$ cat src/rtl/spmmio_sdcard_spi_if.sv
// SP MMIO register bus bundle for the SD-card SPI peripheral.
//   adr : word address        cs  : access strobe     we : write enable
//   sel : byte-lane enables   d   : write data        q  : read data
// Bit 0 is the MSB of every vector; sel[3] covers data bits 24..31.
interface spmmio_sdcard_spi_if;
  logic [0:3]  adr;
  logic        cs;
  logic [0:3]  sel;
  logic        we;
  logic [0:31] d;
  logic [0:31] q;

  modport master (output adr, output cs, output sel, output we, output d, input q);
  modport slave  (input adr, input cs, input sel, input we, input d, output q);
endinterface

$ cat src/rtl/spmmio_sdcard_spi.sv
// SD-card MMIO peripheral: SPI mode-0 byte engine with programmable SCK divider,
// software chip select, 0xFF fill bursts and card-detect/write-protect status.
//   clk, reset   : system clock, synchronous active-high reset
//   bus          : SP MMIO register port (slave side)
//   sdcard_cs    : card chip select, active low
//   sdcard_cd/wp : card detect (1 = present) / write protect, asynchronous
//   sdcard_sck   : SPI clock, idle low
//   sdcard_miso  : SPI data from card, asynchronous
//   sdcard_mosi  : SPI data to card, idle high
// Registers: 0 CTRL/STATUS, 1 DIV, 2 DATA, 3 FILL.
module spmmio_sdcard_spi #(
  parameter int unsigned DIV_WIDTH = 16,
  parameter int unsigned DIV_INIT  = 99,
  parameter int unsigned CD_SYNC   = 3,
  parameter int unsigned CNT_WIDTH = 16
) (
  input  logic                  clk,
  input  logic                  reset,
  spmmio_sdcard_spi_if.slave    bus,
  output logic                  sdcard_cs,
  input  logic                  sdcard_cd,
  input  logic                  sdcard_wp,
  output logic                  sdcard_sck,
  input  logic                  sdcard_miso,
  output logic                  sdcard_mosi
);

  typedef enum logic [1:0] {StIdle, StLo, StHi} state_e;

  logic [CD_SYNC-1:0]   cd_sync_q;
  logic                 cd_prev_q;
  logic [1:0]           wp_sync_q, miso_sync_q;
  state_e               state_q, state_d;
  logic [DIV_WIDTH-1:0] pre_q, pre_d, div_q, div_d, div_cur_q, div_cur_d, half_lim;
  logic [2:0]           bit_q, bit_d;
  logic [7:0]           tx_q, tx_d, rx_sh_q, rx_sh_d, rx_q, rx_d;
  logic [CNT_WIDTH-1:0] cnt_q, cnt_d, fill_n;
  logic                 sel_q, sel_d, ovr_q, ovr_d, ins_q, ins_d, rem_q, rem_d;
  logic                 cd_s, miso_s, busy, cd_rise, cd_fall, phase_end;
  logic                 wr, wr_ctrl, wr_div, wr_data, wr_fill;
  logic [15:0]          div_ext;
  logic [0:31]          rdata;
  logic                 unused_bits;

  assign cd_s    = cd_sync_q[CD_SYNC-1];
  assign miso_s  = miso_sync_q[1];
  assign cd_rise = cd_s & ~cd_prev_q;
  assign cd_fall = ~cd_s & cd_prev_q;
  assign busy    = (state_q != StIdle);

  assign wr      = bus.cs & bus.we;
  assign wr_ctrl = wr & (bus.adr == 4'd0) & bus.sel[3];
  assign wr_div  = wr & (bus.adr == 4'd1);
  assign wr_data = wr & (bus.adr == 4'd2) & bus.sel[3];
  assign wr_fill = wr & (bus.adr == 4'd3) & bus.sel[3];
  assign fill_n  = CNT_WIDTH'(bus.d[16:31]);

  // Half-period floor of 3 cycles leaves room for the 2-flop miso synchronizer.
  assign half_lim  = (div_cur_q < DIV_WIDTH'(2)) ? DIV_WIDTH'(2) : div_cur_q;
  assign phase_end = (pre_q == half_lim);

  assign unused_bits = ^{bus.d[0:15], bus.sel[0:1]};

  always_comb begin
    state_d   = state_q;
    pre_d     = pre_q;
    div_d     = div_q;
    div_cur_d = div_cur_q;
    bit_d     = bit_q;
    tx_d      = tx_q;
    rx_sh_d   = rx_sh_q;
    rx_d      = rx_q;
    cnt_d     = cnt_q;
    sel_d     = sel_q;
    ovr_d     = ovr_q;
    ins_d     = ins_q;
    rem_d     = rem_q;
    div_ext   = 16'(div_q);

    if (wr_div) begin
      if (bus.sel[2]) div_ext[15:8] = bus.d[16:23];
      if (bus.sel[3]) div_ext[7:0]  = bus.d[24:31];
      div_d = DIV_WIDTH'(div_ext);
    end

    unique case (state_q)
      StIdle: begin
        if (wr_data || (wr_fill && fill_n != '0)) begin
          state_d   = StLo;
          pre_d     = '0;
          bit_d     = 3'd7;
          div_cur_d = div_q;
          tx_d      = wr_data ? bus.d[24:31] : 8'hFF;
          if (wr_fill) cnt_d = fill_n;
        end
      end
      StLo: begin
        if (phase_end) begin
          pre_d   = '0;
          state_d = StHi;
        end else begin
          pre_d = pre_q + DIV_WIDTH'(1);
        end
      end
      StHi: begin
        if (phase_end) begin
          pre_d   = '0;
          rx_sh_d = {rx_sh_q[6:0], miso_s};
          tx_d    = {tx_q[6:0], 1'b1};
          if (bit_q == 3'd0) begin
            rx_d = {rx_sh_q[6:0], miso_s};
            if (cnt_q > CNT_WIDTH'(1)) begin
              // Next fill byte: picks up any DIV written during the last one.
              cnt_d     = cnt_q - CNT_WIDTH'(1);
              tx_d      = 8'hFF;
              bit_d     = 3'd7;
              div_cur_d = div_q;
              state_d   = StLo;
            end else begin
              cnt_d   = '0;
              state_d = StIdle;
            end
          end else begin
            bit_d   = bit_q - 3'd1;
            state_d = StLo;
          end
        end else begin
          pre_d = pre_q + DIV_WIDTH'(1);
        end
      end
      default: state_d = StIdle;
    endcase

    if (wr_ctrl) begin
      sel_d = bus.d[24];
      if (bus.d[26]) ovr_d = 1'b0;
      if (bus.d[28]) ins_d = 1'b0;
      if (bus.d[29]) rem_d = 1'b0;
    end

    // Set events are applied after W1C so they win a same-cycle collision.
    if ((wr_data || wr_fill) && busy) ovr_d = 1'b1;
    if (cd_rise) ins_d = 1'b1;
    if (cd_fall) begin
      rem_d   = 1'b1;
      sel_d   = 1'b0;
      state_d = StIdle;
      pre_d   = '0;
      cnt_d   = '0;
    end
  end

  always_comb begin
    rdata = '0;
    case (bus.adr)
      4'd0: begin
        rdata[24] = sel_q;
        rdata[26] = ovr_q;
        rdata[27] = busy;
        rdata[28] = ins_q;
        rdata[29] = rem_q;
        rdata[30] = wp_sync_q[1];
        rdata[31] = cd_s;
      end
      4'd1:    rdata[16:31] = 16'(div_q);
      4'd2:    rdata[24:31] = rx_q;
      4'd3:    rdata[16:31] = 16'(cnt_q);
      default: rdata = '0;
    endcase
  end

  assign bus.q       = rdata;
  assign sdcard_cs   = ~sel_q;
  assign sdcard_sck  = (state_q == StHi);
  assign sdcard_mosi = (state_q == StIdle) ? 1'b1 : tx_q[7];

  always_ff @(posedge clk) begin
    if (reset) begin
      cd_sync_q   <= '0;
      cd_prev_q   <= 1'b0;
      wp_sync_q   <= '0;
      miso_sync_q <= '0;
      state_q     <= StIdle;
      pre_q       <= '0;
      div_q       <= DIV_WIDTH'(DIV_INIT);
      div_cur_q   <= DIV_WIDTH'(DIV_INIT);
      bit_q       <= 3'd7;
      tx_q        <= 8'hFF;
      rx_sh_q     <= 8'hFF;
      rx_q        <= 8'hFF;
      cnt_q       <= '0;
      sel_q       <= 1'b0;
      ovr_q       <= 1'b0;
      ins_q       <= 1'b0;
      rem_q       <= 1'b0;
    end else begin
      cd_sync_q   <= {cd_sync_q[CD_SYNC-2:0], sdcard_cd};
      cd_prev_q   <= cd_s;
      wp_sync_q   <= {wp_sync_q[0], sdcard_wp};
      miso_sync_q <= {miso_sync_q[0], sdcard_miso};
      state_q     <= state_d;
      pre_q       <= pre_d;
      div_q       <= div_d;
      div_cur_q   <= div_cur_d;
      bit_q       <= bit_d;
      tx_q        <= tx_d;
      rx_sh_q     <= rx_sh_d;
      rx_q        <= rx_d;
      cnt_q       <= cnt_d;
      sel_q       <= sel_d;
      ovr_q       <= ovr_d;
      ins_q       <= ins_d;
      rem_q       <= rem_d;
    end
  end

endmodule

$ cat src/flat_wrapper.sv
// flat-port wrapper written by rule: the top's interface ports become plain ports
module spmmio_sdcard_spi_flat 
#(
  parameter int unsigned DIV_WIDTH = 16,
  parameter int unsigned DIV_INIT  = 99,
  parameter int unsigned CD_SYNC   = 3,
  parameter int unsigned CNT_WIDTH = 16
)
  (clk, reset, sdcard_cs, sdcard_cd, sdcard_wp, sdcard_sck, sdcard_miso, sdcard_mosi, bus_adr, bus_cs, bus_sel, bus_we, bus_d, bus_q);
  spmmio_sdcard_spi_if bus_i ();
  input  logic clk;
  input  logic reset;
  output logic sdcard_cs;
  input  logic sdcard_cd;
  input  logic sdcard_wp;
  output logic sdcard_sck;
  input  logic sdcard_miso;
  output logic sdcard_mosi;
  input wire logic [$bits(bus_i.adr)-1:0] bus_adr;
  input wire logic [$bits(bus_i.cs)-1:0] bus_cs;
  input wire logic [$bits(bus_i.sel)-1:0] bus_sel;
  input wire logic [$bits(bus_i.we)-1:0] bus_we;
  input wire logic [$bits(bus_i.d)-1:0] bus_d;
  output wire logic [$bits(bus_i.q)-1:0] bus_q;
  assign bus_i.adr = bus_adr;
  assign bus_i.cs = bus_cs;
  assign bus_i.sel = bus_sel;
  assign bus_i.we = bus_we;
  assign bus_i.d = bus_d;
  assign bus_q = bus_i.q;
  spmmio_sdcard_spi #(.DIV_WIDTH(DIV_WIDTH), .DIV_INIT(DIV_INIT), .CD_SYNC(CD_SYNC), .CNT_WIDTH(CNT_WIDTH)) u_core (.clk(clk), .reset(reset), .bus(bus_i), .sdcard_cs(sdcard_cs), .sdcard_cd(sdcard_cd), .sdcard_wp(sdcard_wp), .sdcard_sck(sdcard_sck), .sdcard_miso(sdcard_miso), .sdcard_mosi(sdcard_mosi));
endmodule
$ cat config.mk
export PLATFORM = sky130hd
export DESIGN_NAME = spmmio_sdcard_spi_flat
export DESIGN_NICKNAME = d
export VERILOG_FILES = /design/src/rtl/spmmio_sdcard_spi_if.sv /design/src/rtl/spmmio_sdcard_spi.sv /design/src/flat_wrapper.sv
export SDC_FILE = /design/constraint.sdc
export NUM_CORES = 1
export LEC_CHECK = 0
export CELL_PAD_IN_SITES_DETAIL_PLACEMENT = 2
export CELL_PAD_IN_SITES_GLOBAL_PLACEMENT = 2
export CORE_ASPECT_RATIO = 1.1
export CORE_UTILIZATION = 30
export DETAILED_ROUTE_END_ITERATION = 10
export PLACE_DENSITY = 0.77
export SLEW_MARGIN = 20
export SYNTH_ARGS = -nofsm -noshare
export SYNTH_HDL_FRONTEND = slang
export SYNTH_SLANG_ARGS = --single-unit
$ cat constraint.sdc
create_clock -name clk -period 2.7 [get_ports clk]
set_input_delay 0.54 -clock clk [delete_from_list [all_inputs] [get_ports clk]]
set_output_delay 0.54 -clock clk [all_outputs]
set_load 0.01 [all_outputs]
# Yosys cells after proc, flatten, opt, wreduce, memory -nomap -nowiden
# Index checks and enable logic that the tools add are counted.
[word_totals]
out_inout_bits = 35
word_cells = 127
reg_bits = 104
in_bits = 47
[op_classes]
n_bitwise = 13
eq_ne = 13
order_cmp = 2
mux = 46
n_addsub = 3
n_reduce_logical = 32
[ops]
columns = ["cell", "count"]
rows = [
  ["2-to-1 mux 16 bit", 12],
  ["case mux 16 bit (2 select lines)", 3],
  ["2-to-1 mux 8 bit", 5],
  ["case mux 8 bit (2 select lines)", 2],
  ["case mux 6 bit (4 select lines)", 1],
  ["nonzero test 2 bit", 9],
  ["adder 16 x 1 -> 16 bit (second input constant)", 1],
  ["== test 16 bit", 1],
  ["> comparator 16 x 1 -> 1 bit (second input constant)", 1],
  ["less-than comparator 16 x 2 -> 1 bit (second input constant)", 1],
  ["nonzero test 16 bit", 1],
  ["subtractor 16 x 1 -> 16 bit (second input constant)", 1],
  ["AND reduction 2 bit", 7],
  ["2-to-1 mux 1 bit", 12],
  ["2-to-1 mux 3 bit", 4],
  ["inequality test 2 x 1 -> 1 bit (second input constant)", 6],
  ["bitwise AND 1 bit", 10],
  ["AND reduction 5 bit", 2],
  ["AND reduction 3 bit", 3],
  ["== test 4 x 2 -> 1 bit (second input constant)", 2],
  ["2-to-1 mux 2 bit", 3],
  ["case mux 2 bit (3 select lines)", 1],
  ["case mux 3 bit (2 select lines)", 1],
  ["== test 4 x 1 -> 1 bit (second input constant)", 1],
  ["14 further kinds", 19],
]

# Depth between registers and ports, before layout
# Gate-level depths: netlist of the first run.
[depth]
word_depth = 7
depth_mapped = 12
depth_no_buf = 9

# Worst setup path after synthesis of the first run
# Ideal clock, no wire load.
[synth_timing]
kind = "in2reg"
start = "input bus_d[8]"
end = "register u_core.cnt_q[0]"
setup_time_ns = 0.072
arrival_time_ns = 2.493
path_slack_ns = 0.135
path_buffers = 2
cell_stages = 9
t_required_ns = 2.628
path_cell_list = "or4_1 > nor3_2 > a31oi_1 > and3_1 > a22oi_4 > nand2b_4 > buf_6 > buf_6 > mux2i_1"
[synth_between]
elab_chain_len = 5
[synth_rtl]
columns = ["item", "line", "rtl"]
rows = [
  ["start, declared", "flat_wrapper.sv:23", "input wire logic [$bits(bus_i.d)-1:0] bus_d;"],
  ["nonzero test 16 bit", "spmmio_sdcard_spi.sv:88", "if (wr_data || (wr_fill && fill_n != '0)) begin"],
  ["logical AND 1 bit", "spmmio_sdcard_spi.sv:88", ""],
  ["logical OR 1 bit", "spmmio_sdcard_spi.sv:88", ""],
  ["inequality test 2 x 1 -> 1 bit (no source line)", "n/a", ""],
  ["AND reduction 5 bit (no source line)", "n/a", ""],
  ["end signal, assigned", "spmmio_sdcard_spi.sv:209", "cnt_q <= cnt_d;"],
  ["end, declared", "spmmio_sdcard_spi.sv:37", "logic [CNT_WIDTH-1:0] cnt_q, cnt_d, fill_n;"],
]
# No other way between the ends.
# A chain may end at the register's enable or synchronous reset.

# Worst setup path in the final report of the first run
[layout_timing]
start = "input bus_adr[3]"
end = "output bus_q[2]"
[layout_between]
elab_chain_len = 2
elab_cells_between_ends = 5
cone_classes = "eq/ne (3); mux (1); reduce/logical (1)"
[layout_rtl]
columns = ["item", "line", "rtl"]
rows = [
  ["start, declared", "flat_wrapper.sv:19", "input wire logic [$bits(bus_i.adr)-1:0] bus_adr;"],
  ["== test 4 x 2 -> 1 bit, or another cell as far along", "spmmio_sdcard_spi.sv:155", "case (bus.adr)"],
  ["case mux 6 bit (4 select lines) *", "spmmio_sdcard_spi.sv:155", ""],
  ["end, declared", "flat_wrapper.sv:24", "output wire logic [$bits(bus_i.q)-1:0] bus_q;"],
]
# Mark *: on every way between the ends. The rest lies on a longest branch, timed or not.

==> results of run 1 <==
==> cells in the mapped netlist (19+ instances only) <==
master / n / area share (%)
sky130_fd_sc_hd__dfxtp_1: 104 / 37
sky130_fd_sc_hd__mux2i_1: 33 / 5.9
sky130_fd_sc_hd__a21oi_1: 43 / 3.8
sky130_fd_sc_hd__nand2_1: 44 / 2.9
sky130_fd_sc_hd__inv_1: 22 / 1.5
sky130_fd_sc_hd__xnor2_1: 22 / 3.4
sky130_fd_sc_hd__nor2_1: 61 / 4.1
sky130_fd_sc_hd__clkbuf_1: 29 / 1.9
sky130_fd_sc_hd__o21ai_0: 33 / 2.9
sky130_fd_sc_hd__nor3_1: 23 / 2.0
sky130_fd_sc_hd__nand3_1: 21 / 1.9
sky130_fd_sc_hd__nand4_1: 19 / 2.1
==> final cells by class <==
cell class,count,area (um^2)
fill,2049,11210
multi-input combinational,495,3309
sequential,104,2082
timing repair buffer,128,1117
tap,243,304.0
clock buffer,9,225.2
clock inverter,7,85.08
inverter,22,82.58
==> worst max-delay path, cell delays in order <==
cell	delay, ps
sky130_fd_sc_hd__clkdlybuf4s50_1	440
sky130_fd_sc_hd__nor2_2	230
sky130_fd_sc_hd__buf_4	210
sky130_fd_sc_hd__and2_1	170
sky130_fd_sc_hd__clkdlybuf4s50_1	550
==> path summary, 6_finish.rpt <==
path | end | cells after the start | startpoint | slack, ps
hold reg to reg | u_core.cd_sync_q[1] | 1 | u_core.cd_sync_q[0] | 440
setup reg to reg | u_core.pre_q[0] | 8 | u_core.div_cur_q[8] | 160
hold / removal | u_core.cd_sync_q[1] | 1 | u_core.cd_sync_q[0] | 440
setup / recovery | bus_q[2] | 5 | bus_adr[3] | 30
==> through the flow <==
stage	setup WS (ps)	instances	hold WS (ps)
after global routing	-14.24	1008	452.8
final	31.82	1008	444.2
after floorplan	135.4	677	413.8
after CTS	6.613	1000	446.6
after global placement	-286.6	977	419.4
after detailed placement	-415.9	977	429.2
==> sequential cells by signal, summed over array words and instances, names as in the netlist <==
name and count:
u_core.sel_q 1, u_core.ins_q 1, u_core.ovr_q 1, u_core.div_cur_q 16, u_core.tx_q 8, u_core.state_q 2
u_core.rx_sh_q 7, u_core.cnt_q 16, u_core.bit_q 3, u_core.div_q 16, u_core.pre_q 16, u_core.cd_sync_q 3
u_core.miso_sync_q 2, u_core.wp_sync_q 2, u_core.rx_q 8, u_core.cd_prev_q 1, u_core.rem_q 1
==> metal layers <==
metal	track usage [%]	vias up	wire [um]	share of wire, %
li1	-	2572	-	-
met1	26.68	2766	8984	42
met2	41.47	119	11250	52
met3	2.821	36	750	3.5
met4	9.253	0	623	2.9
met5	0	-	0	0
==> cell families (layout without fill, tap and decap cells) <==
family	after synthesis	in the layout	synth area share [%]
compound gates	163	163	18.84
simple gates	236	237	21.64
other cells	1	16	0.06660
mux	42	42	9.111
xor+xnor	28	28	4.355
buf+inv	79	166	7.000
flops	104	104	36.98
fa+ha+maj	9	9	2.000
==> power groups by stage <==
stage / logic, W / clock network [W] / registers (W)
final: 0.000643 / 0.00142 / 0.00160
after global routing: 0.000686 / 0.00150 / 0.00161
after CTS: 0.000595 / 0.00145 / 0.00160
after detailed placement: 0.000581 / 0 / 0.00164
after global placement: 0.000549 / 0 / 0.00163
after floorplan: 0.000342 / 0 / 0.00162
==> repair_timing <==
item,CTS,global route
pin swaps,1,3
resized for setup,20,22
hold buffers,0,0
endpoints found under the setup margin,63,74
setup buffers,6,6
gates cloned,1,2
==> cell usage in the layout (no fill, tap or decap), types with 9 or more instances in the layout <==
| cell | n |
|---|---|
| sky130_fd_sc_hd__nand4_1 | 19 |
| sky130_fd_sc_hd__o22ai_1 | 9 |
| sky130_fd_sc_hd__conb_1 | 16 |
| sky130_fd_sc_hd__buf_4 | 72 |
| sky130_fd_sc_hd__ha_1 | 9 |
| sky130_fd_sc_hd__clkbuf_16 | 9 |
| sky130_fd_sc_hd__nor2_1 | 60 |
| sky130_fd_sc_hd__o21ai_0 | 33 |
| sky130_fd_sc_hd__a21oi_1 | 41 |
| sky130_fd_sc_hd__nand3_1 | 21 |
| sky130_fd_sc_hd__nor2b_1 | 13 |
| sky130_fd_sc_hd__xnor2_1 | 22 |
| sky130_fd_sc_hd__o211ai_1 | 14 |
| sky130_fd_sc_hd__dfxtp_1 | 104 |
| sky130_fd_sc_hd__nor4_1 | 10 |
| sky130_fd_sc_hd__inv_1 | 22 |
| sky130_fd_sc_hd__nor3_1 | 23 |
| sky130_fd_sc_hd__clkdlybuf4s50_1 | 30 |
| sky130_fd_sc_hd__dlygate4sd2_1 | 10 |
| sky130_fd_sc_hd__mux2i_1 | 32 |
| sky130_fd_sc_hd__nand2_1 | 43 |
==> qor.yml, run 1 <==
sta:
  clock_skew_ps: 10.91
  measured_slew_at_the_worst_slew_check_pin_ps: 535.8
  setup_viol_count_final: 0
  timing.final.hold_violations: 0
  fmaxAchievable_ghz: 0.3748
  grt_setup_unrepaired: "true"
  slew_headroom_pct: 63.96
  layout_min_cycle_time_ps: 2668
  setup-tns-final_ps: 0
  fin_crit_sh_pct: 98.82
  final-max-slew-violation-count: 0
yosys:
  yosys_warnings: 0
  synth_sequential_area_ratio_pct: 36.98
  postSynth.asyncResetShare_pct: 0
  synth_flop_cell: "sky130_fd_sc_hd__dfxtp_1"
  number_of_synthesized_register_bits: 104
  avgSynthCellArea_um2: 8.505
  post_synth_num_cell_types: 62
  syn_area_mm2: 0.005630
  synthesis.instances: 662
  synth_enable_flop_cells: 0
finish:
  drive_gt1_share_pct: 18.04
  fin_nets: 816
  postLayoutCellArea_mm2: 0.007206
  fin_util_pct: 39.13
  antenna_cells: 0
  area_growth_pct: 27.98
placed_design:
  placement_stage_cell_area_mm2: 0.006699
  buffer_ports.inserted: 47
  place_congestion: 0.8300
  dpl.hpwl_um: 15370
routing:
  drt_iter0_markers: 224
  drt_pass1_iterations: 4
  antenna_violating_nets_post_route: 0
  drt-wirelength-per-cell_um: 21.44
  remaining_drc_errors: 0
  drt_via_density: 5.449
  dr_total_vias: 5493
  wl_um: 21610
global_route:
  globalRoute.totalOverflow: 0
  grt_first_pass_wirelength_um: 34140
  global_route.usage.total_pct: 22.72
  grt_start_max_net_pins: 39
  antenna_found_initial: 0
  vias_in_the_first_global_route: 6101
cts:
  cts-root-to-sink-buffers: 2
  ctsRootBufferMaster: "sky130_fd_sc_hd__clkbuf_16"
  cts_inserted_buffers: 9
  cts.sinks: 104
  cts.clk_slew.worst_paths_ps: 70
  clkLatencyLatePin_ps: 360
  h-tree-depth: 3
  cts_tree: "built"
power_and_ir_drop:
  combinationalPowerShare_pct: 17.6
  p_leak_nw: 2.848
  switching_share_pct: 29.45
  fin_total_pwr_w: 0.003662
  sequential_fraction_of_design_power_pct: 43.7
  switching_power_w: 0.001078
  power.share.clock_pct: 38.7
  power.internal_w: 0.002584
  worst_ir_drop_vdd_mv: 0.3576
  cellPowerDensity_mw_per_mm2: 508.2
worst_setup_path:
  setup.worst_path.end_class: "primary output"
  crit_path_start_kind: "input pin"
  worst-setup-path-type: "in2out"
  worstPathMaxFanout: 7
  critical_path_required_ps: 2160
  critPathArrivalTime_ps: 2130
floorplan:
  io_pins: 82
  chipHeight_um: 145.7
  total_die_area_mm2: 0.01932
  initial_util_pct: 30.58
  die-width_um: 132.6
  rows: 52
  core_mm2: 0.01841
outcome:
  run_status: "finished clean"
job:
  timing.max_cap.violations: 0
min_path:
  hold_path.class: "reg2reg"
Power figures use the tool's default switching activity.
==> run 2, diff against run 1 <==
Settings changed: CAP_MARGIN from default to 20.
==> results of run 2 <==
The final DEF is identical to that of run 1; final timing and power are the same.
==> run 3, diff against run 2 <==
Settings changed: CELL_PAD_IN_SITES_DETAIL_PLACEMENT 2 to 0, CELL_PAD_IN_SITES_GLOBAL_PLACEMENT 2 to 1, CORE_UTILIZATION 30 to 37, PLACE_DENSITY 0.77 to 0.76.
==> qor.yml, run 3 (synthesized netlist as in run 1, its figures left out) <==
power_and_ir_drop:
  fin_total_pwr_w: 0.003560
  p_leak_nw: 2.769
  worst_ir_drop_vdd_mv: 0.3647
  cellPowerDensity_mw_per_mm2: 509.2
min_path:
  hold_path.class: "reg2reg"
worst_setup_path:
  worst-setup-path-type: "in2out"
  cp-startpoint: "bus_adr[3]"
  critPathArrivalTime_ps: 2100
  worstPathMaxFanout: 9
  crit_path_start_kind: "input pin"
  worstSetupEndpoint: "bus_q[13]"
  setup.worst_path.end_class: "primary output"
  setup_slack_of_the_most_critical_reg_to_reg_path_ps: 120
  critical_path_required_ps: 2160
  rr_endpoint: "u_core.tx_q[2]"
  r2r_start: "u_core.cnt_q[8]"
  reg2regPathDepth: 8
job:
  timing.max_cap.violations: 0
finish:
  most-common-layout-cells: "sky130_fd_sc_hd__dfxtp_1 (104), sky130_fd_sc_hd__nor2_1 (60), sky130_fd_sc_hd__buf_4 (60)"
  fin_nets: 800
  layout.cells.most_common: "sky130_fd_sc_hd__dfxtp_1"
  postLayoutCellArea_mm2: 0.006992
  area_growth_pct: 24.18
  antenna_cells: 0
  drive_gt1_share_pct: 16.15
  nFillCells: 1473
routing:
  drt_iter0_markers: 507
  drt_via_density: 5.599
  dr_total_vias: 5269
  antenna_violating_nets_post_route: 0
  wl_um: 16340
  drt_pass1_iterations: 5
  drt-wirelength-per-cell_um: 17.36
  remaining_drc_errors: 0
floorplan:
  core_mm2: 0.01462
  chipHeight_um: 131.4
  initial_util_pct: 38.51
  rows: 46
  io_pins: 82
  total_die_area_mm2: 0.01572
  die-width_um: 119.6
sta:
  measured_slew_at_the_worst_slew_check_pin_ps: 514.3
  slew_headroom_pct: 65.40
  setup_viol_count_final: 0
  layout_setup_ws_ps: 60.66
  fmaxAchievable_ghz: 0.3789
  clock_skew_ps: 9.122
  fin_crit_sh_pct: 97.75
  final-max-slew-violation-count: 0
  fin_hold_ws_ps: 440.9
  layout_min_cycle_time_ps: 2639
  timing.final.hold_violations: 0
placed_design:
  detailedPlace.worstSlack_ps: -348.0
  dpl.hpwl_um: 11880
  placement_stage_cell_area_mm2: 0.006583
  buffer_ports.inserted: 47
  place_congestion: 0.8698
cts:
  ctsRootBufferMaster: "sky130_fd_sc_hd__clkbuf_16"
  cts.clk_slew.worst_paths_ps: 70
  cts.sinks: 104
  cts_tree: "built"
  clkLatencyLatePin_ps: 370
  h-tree-depth: 3
  cts-root-to-sink-buffers: 2
  cts_inserted_buffers: 9
global_route:
  global_route.usage.total_pct: 20.94
  vias_in_the_first_global_route: 4997
  globalRoute.totalOverflow: 0
  grt_first_pass_wirelength_um: 26000
  grt_start_max_net_pins: 39
  antenna_found_initial: 0
outcome:
  run_status: "finished clean"
-- run 3: repair_timing --
action,in CTS,in global routing
hold buffers,0,0
pin swaps,0,1
gates resized for setup,19,12
setup buffers,6,0
setup endpoints to repair,16,37
-- run 3: routing by layer --
metal	wire length, um	share of wire (%)	GRT usage (%)	up-vias
met5	0	0	0	-
met4	369	2.3	7.153	0
met1	7183	44	26.81	2504
li1	-	-	-	2543
met3	1016	6.2	4.948	28
met2	7767	48	34.20	194
-- run 3: where the power goes --
part,total [W],switching [W],internal [W]
registers,0.00160,0.0000277,0.00157
logic,0.000576,0.000322,0.000255
clock network,0.00139,0.000651,0.000735
-- run 3: how the worst min path moves through the flow --
stage                             start                   to  slack [ps]  cells after the start
floorplan           u_core.cd_sync_q[0]  u_core.cd_sync_q[1]         410                      1
global placement    u_core.cd_sync_q[0]  u_core.cd_sync_q[1]         420                      1
detailed placement  u_core.wp_sync_q[0]  u_core.wp_sync_q[1]         430                      1
CTS                 u_core.wp_sync_q[0]  u_core.wp_sync_q[1]         440                      1
global route        u_core.wp_sync_q[0]  u_core.wp_sync_q[1]         460                      1
finish              u_core.wp_sync_q[0]  u_core.wp_sync_q[1]         440                      1
-- run 3: critical path, stage by stage --
cell                              delay [ps]
sky130_fd_sc_hd__clkdlybuf4s50_1         430
sky130_fd_sc_hd__or2_2                   330
sky130_fd_sc_hd__nor3b_2                 200
sky130_fd_sc_hd__buf_6                   170
sky130_fd_sc_hd__a22o_1                  150
sky130_fd_sc_hd__dlygate4sd2_1           270
-- run 3: final cells by class --
class | instances | area, um^2 | share of cell area [%]
Inverter | 22 | 82.58 | 1.181
Timing Repair Buffer | 113 | 997.2 | 14.26
Sequential cell | 104 | 2082 | 29.78
Multi-Input combinational cell | 494 | 3284 | 46.98
Tap cell | 192 | 240.2 | 3.436
Clock inverter | 6 | 76.32 | 1.092
Clock buffer | 10 | 229.0 | 3.275
-- run 3: per-stage QoR --
step | cells | setup TNS (ps) | utilization [%]
finish | 941 | 0 | 47.83
CTS | 941 | 0 | 47.41
floorplan | 677 | 0 | -
global route | 941 | -0.05529 | 47.83
global placement | 919 | -10780 | 45.03
detailed placement | 919 | -12140 | 45.03
